**src/rtl/md_pkg.sv**
```systemverilog
// Shared encodings and constants for the iterative multiply/divide unit.
package md_pkg;

    localparam int          WIDTH   = 32;
    localparam int          ITERS   = 32;
    localparam logic [31:0] INT_MIN = 32'h8000_0000;

    typedef enum logic [1:0] {
        IDLE = 2'd0,
        RUN  = 2'd1,
        DONE = 2'd2
    } state_e;

    typedef enum logic {
        OP_MULT = 1'b0,
        OP_DIV  = 1'b1
    } op_e;

    // Unsigned magnitude of a two's complement word; INT_MIN maps to 2^31.
    function automatic logic [31:0] mag32(input logic [31:0] v);
        return v[31] ? (32'd0 - v) : v;
    endfunction

endpackage

```
**src/rtl/multdiv_unit_if.sv**
```systemverilog
// Start/operand/result handshake between the mult/div latch and the unit.
interface multdiv_unit_if;
    import md_pkg::*;

    logic             ctrl_MULT;
    logic             ctrl_DIV;
    logic [WIDTH-1:0] data_operandA;
    logic [WIDTH-1:0] data_operandB;
    logic [WIDTH-1:0] data_result;
    logic             data_exception;
    logic             data_resultRDY;
    logic             busy;

    modport master (
        output ctrl_MULT, ctrl_DIV, data_operandA, data_operandB,
        input  data_result, data_exception, data_resultRDY, busy
    );

    modport slave (
        input  ctrl_MULT, ctrl_DIV, data_operandA, data_operandB,
        output data_result, data_exception, data_resultRDY, busy
    );

endinterface

```
**src/rtl/md_addsub.sv**
```systemverilog
// 33-bit adder/subtractor shared by the Booth and non-restoring steps.
module md_addsub (
    input  logic [32:0] a,
    input  logic [32:0] b,
    input  logic        sub,
    output logic [32:0] sum
);

    assign sum = sub ? (a - b) : (a + b);

endmodule

```
**src/rtl/multdiv_unit.sv**
```systemverilog
// Iterative signed 32-bit multiply (radix-2 Booth) / divide (non-restoring),
// fixed 32-iteration latency for both operations.
module multdiv_unit #(
    parameter int WIDTH = 32,
    parameter int CNT_W = 5
) (
    input  logic                 clk,
    input  logic                 reset,
    multdiv_unit_if.slave        bus
);
    import md_pkg::*;

    state_e             state_q, state_d;
    op_e                op_q, op_d;
    logic [CNT_W-1:0]   cnt_q, cnt_d;
    logic [WIDTH:0]     acc_q, acc_d;     // Booth high half / remainder
    logic [WIDTH-1:0]   lo_q, lo_d;       // multiplier / dividend-then-quotient
    logic [WIDTH:0]     opb_q, opb_d;     // multiplicand or divisor magnitude
    logic               qm1_q, qm1_d;
    logic               neg_q, neg_d;
    logic               dexc_q, dexc_d;
    logic [WIDTH-1:0]   result_q, result_d;
    logic               exc_q, exc_d;
    logic               rdy_q, rdy_d;
    logic               busy_q, busy_d;

    logic [WIDTH:0]     as_a, as_sum, step_sum, acc_n;
    logic [WIDTH-1:0]   lo_n;
    logic               as_sub;
    logic [WIDTH:0]     prod_hi;
    logic               start;

    md_addsub u_addsub (
        .a   (as_a),
        .b   (opb_q),
        .sub (as_sub),
        .sum (as_sum)
    );

    assign start = bus.ctrl_MULT | bus.ctrl_DIV;

    always_comb begin
        // Divide shifts {rem, quotient} left before the add; Booth adds in place.
        as_a     = (op_q == OP_MULT) ? acc_q : {acc_q[WIDTH-1:0], lo_q[WIDTH-1]};
        as_sub   = (op_q == OP_MULT) ? (lo_q[0] & ~qm1_q) : ~acc_q[WIDTH];
        step_sum = (lo_q[0] ^ qm1_q) ? as_sum : acc_q;
        acc_n    = acc_q;
        lo_n     = lo_q;
        if (op_q == OP_MULT) begin
            acc_n = {step_sum[WIDTH], step_sum[WIDTH:1]};
            lo_n  = {step_sum[0], lo_q[WIDTH-1:1]};
        end else begin
            acc_n = as_sum;
            lo_n  = {lo_q[WIDTH-2:0], ~as_sum[WIDTH]};
        end
        prod_hi = {acc_n[WIDTH-1:0], lo_n[WIDTH-1]};

        state_d  = state_q;
        op_d     = op_q;
        cnt_d    = cnt_q;
        acc_d    = acc_q;
        lo_d     = lo_q;
        opb_d    = opb_q;
        qm1_d    = qm1_q;
        neg_d    = neg_q;
        dexc_d   = dexc_q;
        result_d = result_q;
        exc_d    = exc_q;

        if (start) begin
            state_d = RUN;
            cnt_d   = '0;
            acc_d   = '0;
            qm1_d   = 1'b0;
            if (bus.ctrl_MULT) begin
                op_d  = OP_MULT;
                lo_d  = bus.data_operandB;
                opb_d = {bus.data_operandA[WIDTH-1], bus.data_operandA};
            end else begin
                op_d   = OP_DIV;
                lo_d   = mag32(bus.data_operandA);
                opb_d  = {1'b0, mag32(bus.data_operandB)};
                neg_d  = bus.data_operandA[WIDTH-1] ^ bus.data_operandB[WIDTH-1];
                dexc_d = (bus.data_operandB == '0) ||
                         (bus.data_operandA == INT_MIN && bus.data_operandB == '1);
            end
        end else begin
            case (state_q)
                RUN: begin
                    cnt_d = cnt_q + CNT_W'(1);
                    acc_d = acc_n;
                    lo_d  = lo_n;
                    qm1_d = lo_q[0];
                    if (cnt_q == CNT_W'(ITERS - 1)) begin
                        state_d = DONE;
                        if (op_q == OP_MULT) begin
                            result_d = lo_n;
                            exc_d    = !((&prod_hi) || (~|prod_hi));
                        end else begin
                            result_d = dexc_q ? '0 : (neg_q ? ('0 - lo_n) : lo_n);
                            exc_d    = dexc_q;
                        end
                    end
                end
                DONE:    state_d = IDLE;
                default: state_d = IDLE;
            endcase
        end

        rdy_d  = (state_d == DONE);
        busy_d = (state_d == RUN);
    end

    always_ff @(posedge clk) begin
        op_q   <= op_d;
        acc_q  <= acc_d;
        lo_q   <= lo_d;
        opb_q  <= opb_d;
        qm1_q  <= qm1_d;
        neg_q  <= neg_d;
        dexc_q <= dexc_d;
        if (reset) begin
            state_q  <= IDLE;
            cnt_q    <= '0;
            result_q <= '0;
            exc_q    <= 1'b0;
            rdy_q    <= 1'b0;
            busy_q   <= 1'b0;
        end else begin
            state_q  <= state_d;
            cnt_q    <= cnt_d;
            result_q <= result_d;
            exc_q    <= exc_d;
            rdy_q    <= rdy_d;
            busy_q   <= busy_d;
        end
    end

    assign bus.data_result    = result_q;
    assign bus.data_exception = exc_q;
    assign bus.data_resultRDY = rdy_q;
    assign bus.busy           = busy_q;

endmodule

```
**src/flat_wrapper.sv**
```systemverilog
// flat-port wrapper written by rule: the top's interface ports become plain ports
module multdiv_unit_flat import md_pkg::*;
#(
    parameter int WIDTH = 32,
    parameter int CNT_W = 5
)
  (clk, reset, bus_ctrl_MULT, bus_ctrl_DIV, bus_data_operandA, bus_data_operandB, bus_data_result, bus_data_exception, bus_data_resultRDY, bus_busy);
  multdiv_unit_if bus_i ();
  input  logic clk;
  input  logic reset;
  input wire logic [$bits(bus_i.ctrl_MULT)-1:0] bus_ctrl_MULT;
  input wire logic [$bits(bus_i.ctrl_DIV)-1:0] bus_ctrl_DIV;
  input wire logic [$bits(bus_i.data_operandA)-1:0] bus_data_operandA;
  input wire logic [$bits(bus_i.data_operandB)-1:0] bus_data_operandB;
  output wire logic [$bits(bus_i.data_result)-1:0] bus_data_result;
  output wire logic [$bits(bus_i.data_exception)-1:0] bus_data_exception;
  output wire logic [$bits(bus_i.data_resultRDY)-1:0] bus_data_resultRDY;
  output wire logic [$bits(bus_i.busy)-1:0] bus_busy;
  assign bus_i.ctrl_MULT = bus_ctrl_MULT;
  assign bus_i.ctrl_DIV = bus_ctrl_DIV;
  assign bus_i.data_operandA = bus_data_operandA;
  assign bus_i.data_operandB = bus_data_operandB;
  assign bus_data_result = bus_i.data_result;
  assign bus_data_exception = bus_i.data_exception;
  assign bus_data_resultRDY = bus_i.data_resultRDY;
  assign bus_busy = bus_i.busy;
  multdiv_unit #(.WIDTH(WIDTH), .CNT_W(CNT_W)) u_core (.clk(clk), .reset(reset), .bus(bus_i));
endmodule
```
**config.mk**
```make
export PLATFORM = sky130hd
export DESIGN_NAME = multdiv_unit_flat
export DESIGN_NICKNAME = d
export VERILOG_FILES = /design/src/rtl/md_pkg.sv /design/src/rtl/multdiv_unit_if.sv /design/src/rtl/md_addsub.sv /design/src/rtl/multdiv_unit.sv /design/src/flat_wrapper.sv
export SDC_FILE = /design/constraint.sdc
export NUM_CORES = 1
export LEC_CHECK = 0
export ABC_AREA = 1
export ABC_CLOCK_PERIOD_IN_PS = 5700
export BUFFER_PORTS_ARGS = -buffer_cell sky130_fd_sc_hd__buf_2
export CAP_MARGIN = 20
export CORE_MARGIN = 1
export CORE_UTILIZATION = 40
export DETAILED_ROUTE_END_ITERATION = 10
export GPL_TIMING_DRIVEN = 0
export PLACE_DENSITY = 0.65
export SYNTH_ARGS = -nofsm -noshare
export SYNTH_HDL_FRONTEND = slang
export SYNTH_SLANG_ARGS = --single-unit
```
**constraint.sdc**
```tcl
create_clock -name clk -period 5.7 [get_ports clk]
set_input_delay 1.14 -clock clk [delete_from_list [all_inputs] [get_ports clk]]
set_output_delay 1.14 -clock clk [all_outputs]
set_load 0.05 [all_outputs]
```
After elaboration in Yosys (flattened, before gate mapping)

Cells that the tools add are included.

$add $sub $neg: 6
Equal/unequal tests: 6
Muxes and demuxes: 20
Bitwise operators: 9
Reductions and logical operators: 12

Operators by type and width:

| operator                                                            | number |
|---|---|
| 32-bit 2-to-1 mux                                                   | 10 |
| 33-bit 2-to-1 mux                                                   | 4 |
| 1-bit by 32-bit subtractor with 32-bit output, first input constant | 3 |
| 32-bit == test, second input constant                               | 2 |
| 33-bit adder                                                        | 1 |
| 33-bit AND reduction                                                | 1 |
| 33-bit OR reduction                                                 | 1 |
| 33-bit subtractor                                                   | 1 |
| 32-bit zero test                                                    | 1 |
| 2-bit 2-to-1 mux                                                    | 3 |
| 5-bit by 1-bit adder with 5-bit output, second input constant       | 1 |
| 5-bit == test, second input constant                                | 1 |
| 1-bit NOT                                                           | 5 |
| 2-bit by 1-bit == test with 1-bit output, second input constant     | 2 |
| 1-bit 2-to-1 mux                                                    | 3 |
| 3-bit AND reduction                                                 | 1 |
| 2-bit == test, second input constant                                | 1 |
| 1-bit zero test                                                     | 2 |
| 1-bit logical OR                                                    | 2 |
| 2-bit AND reduction                                                 | 1 |
| 2-bit nonzero test                                                  | 1 |
| 2-bit OR reduction                                                  | 1 |
| 1-bit bitwise XOR                                                   | 2 |
| 1-bit bitwise AND                                                   | 1 |
| 2 further kinds                                                     | 2 |

Register bits: 144
Bits of input ports: 68
Output and inout port bits: 35
Word-level logic and storage cells: 67

Longest topological paths before layout

Word-level depth: 11
Depth in mapped cells: 38
Mapped depth without buffers: 38

Hierarchy

From an unflattened synthesis, not the netlist that was laid out.

Cell total of the unflattened synthesis: 2281
Area total of the unflattened synthesis: 13618.1 um^2

Modules (own cells, without submodules):

| module       | instances | cells an instance | area an instance (um^2) | seq. area each (um^2) |
|---|---|---|---|---|
| multdiv_unit | 1         | 1613              | 10328.7                 | 3563.4 |
| md_addsub    | 1         | 668               | 3289.4                  | 0.0 |

Worst setup path before layout

Ideal clock, no wire load.

Path type: reg2reg
Start point: register u_core.op_q
End point: register u_core.result_q[30] (netlist: u_core.bus.data_result[30])
Setup time: 0.070 ns
Arrival: 4.724 ns
Required time: 5.630 ns
Path slack: 0.906 ns
Cell stages (with the launch flop): 35
Path buffers: 5
Period minus slack after synthesis: 4.794 ns
Path through: edfxtp_1 -> buf_6 -> buf_4 -> clkbuf_1 -> clkbuf_1 -> clkbuf_1 -> o21ai_0 -> ha_1 -> fa_1 -> inv_1 -> nand2_2 -> nand2_1 -> nand3_2 -> nand2_2 -> nand2_2 -> nand2_2 -> nand2_1 -> nand2_1 -> nand2_1 -> nand2_1 -> nand2_2 -> o21ai_4 -> ha_1 -> nand3_2 -> inv_1 -> nand4_2 -> nor3_4 -> inv_2 -> o21ai_4 -> nand3_2 -> a21oi_2 -> o21ai_1 -> a21oi_1 -> o21ai_1 -> a21oi_1

Word-level cells in the longest chain between the ends: 9
Elaborated cells on any way between the ends: 11
Classes of those cells: add/sub: 3; mux: 7; bitwise: 1

RTL lines:

| item                                                     | RTL line            | text |
|---|---|---|
| start, declared                                          | multdiv_unit.sv:14  | `op_e op_q, op_d;` |
| start signal, assigned                                   | multdiv_unit.sv:115 | `op_q <= op_d;` |
| 33-bit 2-to-1 mux                                        | multdiv_unit.sv:44  | `as_a = (op_q == OP_MULT) ? acc_q : {acc_q[WIDTH-1:0], lo_q[WIDTH-1]};` |
| 33-bit adder / 33-bit subtractor (equally long branches) | md_addsub.sv:9      | `assign sum = sub ? (a - b) : (a + b);` |
| 33-bit 2-to-1 mux                                        | md_addsub.sv:9      |  |
| 1-bit NOT                                                | multdiv_unit.sv:54  | `lo_n = {lo_q[WIDTH-2:0], ~as_sum[WIDTH]};` |
| 32-bit 2-to-1 mux                                        | multdiv_unit.sv:49  | `if (op_q == OP_MULT) begin` |
| 1-bit by 32-bit subtractor with 32-bit output            | multdiv_unit.sv:100 | `result_d = dexc_q ? '0 : (neg_q ? ('0 - lo_n) : lo_n);` |
| 32-bit 2-to-1 mux (2 in a row)                           | multdiv_unit.sv:100 |  |
| 32-bit 2-to-1 mux *                                      | multdiv_unit.sv:96  | `if (op_q == OP_MULT) begin` |
| end signal, assigned                                     | multdiv_unit.sv:132 | `result_q <= result_d;` |
| end, declared                                            | multdiv_unit.sv:22  | `logic [WIDTH-1:0] result_q, result_d;` |

Every way passes the cells marked *; elsewhere a longest branch is shown, timed or not.
A chain may end at the register's enable or synchronous reset.

Worst setup path after layout

Start point: register u_core.opb_q[2]
End point: register u_core.result_q[30] (netlist: u_core.bus.data_result[30])

Word-level cells in the longest chain between the ends: 8
Elaborated cells on any way between the ends: 9
Classes of those cells: add/sub: 3; mux: 5; bitwise: 1

RTL lines:

| item                                                     | RTL line            | text |
|---|---|---|
| start, declared                                          | multdiv_unit.sv:18  | `logic [WIDTH:0] opb_q, opb_d;` |
| start signal, assigned                                   | multdiv_unit.sv:118 | `opb_q <= opb_d;` |
| 33-bit adder / 33-bit subtractor (equally long branches) | md_addsub.sv:9      |  |
| 33-bit 2-to-1 mux *                                      | md_addsub.sv:9      |  |
| 1-bit NOT *                                              | multdiv_unit.sv:54  |  |
| 32-bit 2-to-1 mux *                                      | multdiv_unit.sv:49  |  |
| 1-bit by 32-bit subtractor with 32-bit output *          | multdiv_unit.sv:100 |  |
| 32-bit 2-to-1 mux * (2 in a row)                         | multdiv_unit.sv:100 |  |
| 32-bit 2-to-1 mux *                                      | multdiv_unit.sv:96  |  |

Marked as above.

==> results.cfg <==
[worst_setup_path]
critPathRequiredTime_ns = 6.06
cp-start-kind = flip-flop
ff2ff_path_depth = 34
r2r_end = u_core.bus.data_result[30]
cpPeakStageDelay_ns = 0.43
cpMaxStageDelayCell = edfxtp_1
critical_path_class = reg -> reg
cp.arrival_ns = 5.85
rrSetupSlack_ns = 0.22
r2r-start = u_core.opb_q[2]
worstSetupEndpointType = flip-flop
crit_fanout = 5
cp-startpoint = u_core.opb_q[2]

[die]
io_pins = 103
coreArea_um2 = 32700
rows = 66
initial_core_util_pct = 40.8
chipHeight_um = 185
die_width_um = 185
die-area_um2 = 34100

[routing]
postRouteAntennaNets = 0
drtIter0Drc = 1627
drc = 0
wl_mm = 51.4
routed_via_density = 5.46
route.detailed.wl_per_inst_um = 18.5
drtPass1Iterations = 5
num_vias = 15200

[final_layout]
drive_gt1_share_pct = 11.1
nets = 2431
stdcell_count = 2778
synthToLayoutAreaGrowth_pct = 15.2
fin_area_um2 = 15400
fillers = 3503

[synth]
synth_compound_area_share_pct = 16.9
yosys_warnings = 0
syn_nets = 2300
netlist_top_cells_count = 623 x nand2_1, 296 x inv_1, 218 x nor2_1
synthesis.instances = 2190
synth_area_leader_cell = nand2_1
seq_area_frac_synth_pct = 26.7
avgSynthCellArea_um2 = 6.09
netlist_area_um2 = 13300
synth_edf_count = 68
yosys.area_share.simple_pct = 36.8
synth_top_area_share_pct = 17.5
synthMuxAreaShare_pct = 0
synth_xor_area_share_pct = 4.47
synth_flop_cell = dfxtp_1
yosys_register_bits = 144
yosys.cell_count.top_type = nand2_1
synthTopCellsByArea = nand2_1 18%, edfxtp_1 15%, dfxtp_1 11%
async_reset_ff_share_pct = 0
yosysUniqueCellTypes = 53
synth_fa_ha_area_share_pct = 4.00
synth_top_family_by_area = simple AND/OR/NAND/NOR gates

[global_routing]
grt_pass1_wl_mm = 77.6
antenna_found_initial = 1
grt_use_total_pct = 30.2
overflow = 0
grt_max_degree = 42
first_global_vias = 13800

[min_path]
min_from = u_core.bus.data_result[10]
holdPathStages = 2
hold_path.class = reg -> reg
min_to = u_core.bus.data_result[10]

[sta]
drv_slew = 0
finalHoldViolCount = 0
setup_viol = 0
worst_slack_ns = 0.217
worst_slew_pin_slew_ns = 1.10
fin_crit_ns = 5.48
max_freq_ghz = 0.182
fin_worst_skew_ns = 0.0146
grt_setup_unrepaired = true
finalCritPeriodShare_pct = 96.2
relSlewSlack_pct = 26.7

[power_and_ir_drop]
ir_drop_mv = 0.215
power_leakage_nw = 7.19
power.density_nw_per_um2 = 281

[flow_run]
maxCapViolations = 0

[placed_design]
placed_cells = 2733
place_ws_ns = -1.08
hpwl_mm = 42.2
place.gp.congestion = 1.01
io_buffer_count = 100
placed_area_um2 = 14400

[clock_tree]
cts-root-buf = clkbuf_16
ctsHtreeMaxLevel = 4
clock-sinks = 144
cts.clk_slew.worst_paths_ns = 0.06
cts_tree = done
clockBufferDepth = 2
cts_buffers = 17
clk-insertion-delay-late_ns = 0.44

[status]
outcome = complete, no violations
==> final cells by class <==
class | count | area, um^2 | share of cell area, %
Buffer | 74 | 353 | 2.30
Timing Repair Buffer | 115 | 626 | 4.07
Multi-Input combinational cell | 1664 | 8550 | 55.7
Clock inverter | 14 | 119 | 0.774
Sequential cell | 144 | 3560 | 23.2
Tap cell | 442 | 553 | 3.60
Inverter | 305 | 1150 | 7.48
Clock buffer | 18 | 439 | 2.86
Antenna cell | 2 | 5.00 | 0.0326
==> logic make-up (layout without fill, tap and decap cells) <==
kind of cell,count (synthesis),after routing
AND/OR/NAND/NOR,1156,1156
AO/OA/AOI/OAI,398,398
buffers and inverters,382,526
flip-flops,144,144
XOR/XNOR,68,68
adder cells (fa/ha/maj),42,42
other,0,2
==> worst max path at each step <==
stage                                       endpoint  slack, ns  cells after the start
after floorplan           u_core.bus.data_result[30]       0.91                     34
after global placement    u_core.bus.data_result[28]      -1.03                     34
after detailed placement  u_core.bus.data_result[30]      -1.08                     34
after CTS                 u_core.bus.data_result[30]       0.01                     35
after global routing      u_core.bus.data_result[30]      -0.16                     36
final                     u_core.bus.data_result[30]       0.22                     34
==> worst max-delay path, delay by kind of cell (launching register included) <==
kind | cells | cell delay (ns)
xor+xnor | 1 | 0.32
simple gates | 17 | 2.21
buf+inv | 3 | 0.21
flops | 1 | 0.43
fa+ha+maj | 2 | 0.48
compound gates | 11 | 1.73
==> state kept, by name (all words and copies together), names as in the netlist <==
register                   count
u_core.acc_q                  33
u_core.bus.busy                1
u_core.bus.data_exception      1
u_core.bus.data_result        32
u_core.bus.data_resultRDY      1
u_core.cnt_q                   5
u_core.dexc_q                  1
u_core.lo_q                   32
u_core.neg_q                   1
u_core.op_q                    1
u_core.opb_q                  33
u_core.qm1_q                   1
u_core.state_q                 2
==> layout by cell type, fill, tap and decap left out, types with 31 or more instances in the layout <==
cell and n:
ha_1 35, buf_2 110, clkbuf_1 41, o21ai_0 155, a21oi_1 113, o22ai_1 31
edfxtp_1 68, xor2_1 45, inv_1 293, nand2_1 613, nand3_1 206, dfxtp_1 76
nor2_1 215
==> report_power, final <==
part           total (mW)  internal [mW]  switching [mW]
Clock                1.08          0.584           0.501
Sequential           1.24           1.17          0.0634
Combinational        2.00          0.617            1.38
==> layer usage <==
| metal | track usage (%) | vias to the layer above | share of wire (%) | wire length [um] |
|---|---|---|---|---|
| li1 | - | 7466 | - | - |
| met1 | 38.4 | 6906 | 42 | 21600 |
| met2 | 50.4 | 676 | 46 | 23800 |
| met3 | 4.35 | 121 | 7.4 | 3810 |
| met4 | 13.6 | 0 | 4.4 | 2240 |
| met5 | 0 | - | 0 | 0 |
==> what timing repair did <==
action                                  4_1_cts  5_1_grt
gates cloned                                  0        0
resized for setup                            24       53
endpoints found under the setup margin       29       10
hold endpoints to repair                      0        0
pin swaps                                     1       23
setup buffers                                 2       12
hold buffers                                  0        0
==> metrics by stage <==
stage	hold slack, ns	utilization [%]	setup TNS (ns)	power, mW
6_report	0.462	47.0	0	4.32
4_1_cts	0.463	46.0	0	4.19
3_3_place_gp	0.453	44.0	-42.72	3.08
3_5_place_dp	0.453	44.1	-11.32	3.09
2_1_floorplan	0.445	-	0	2.53
5_1_grt	0.474	46.9	-0.476	4.58
Power figures use the tool's default switching activity.
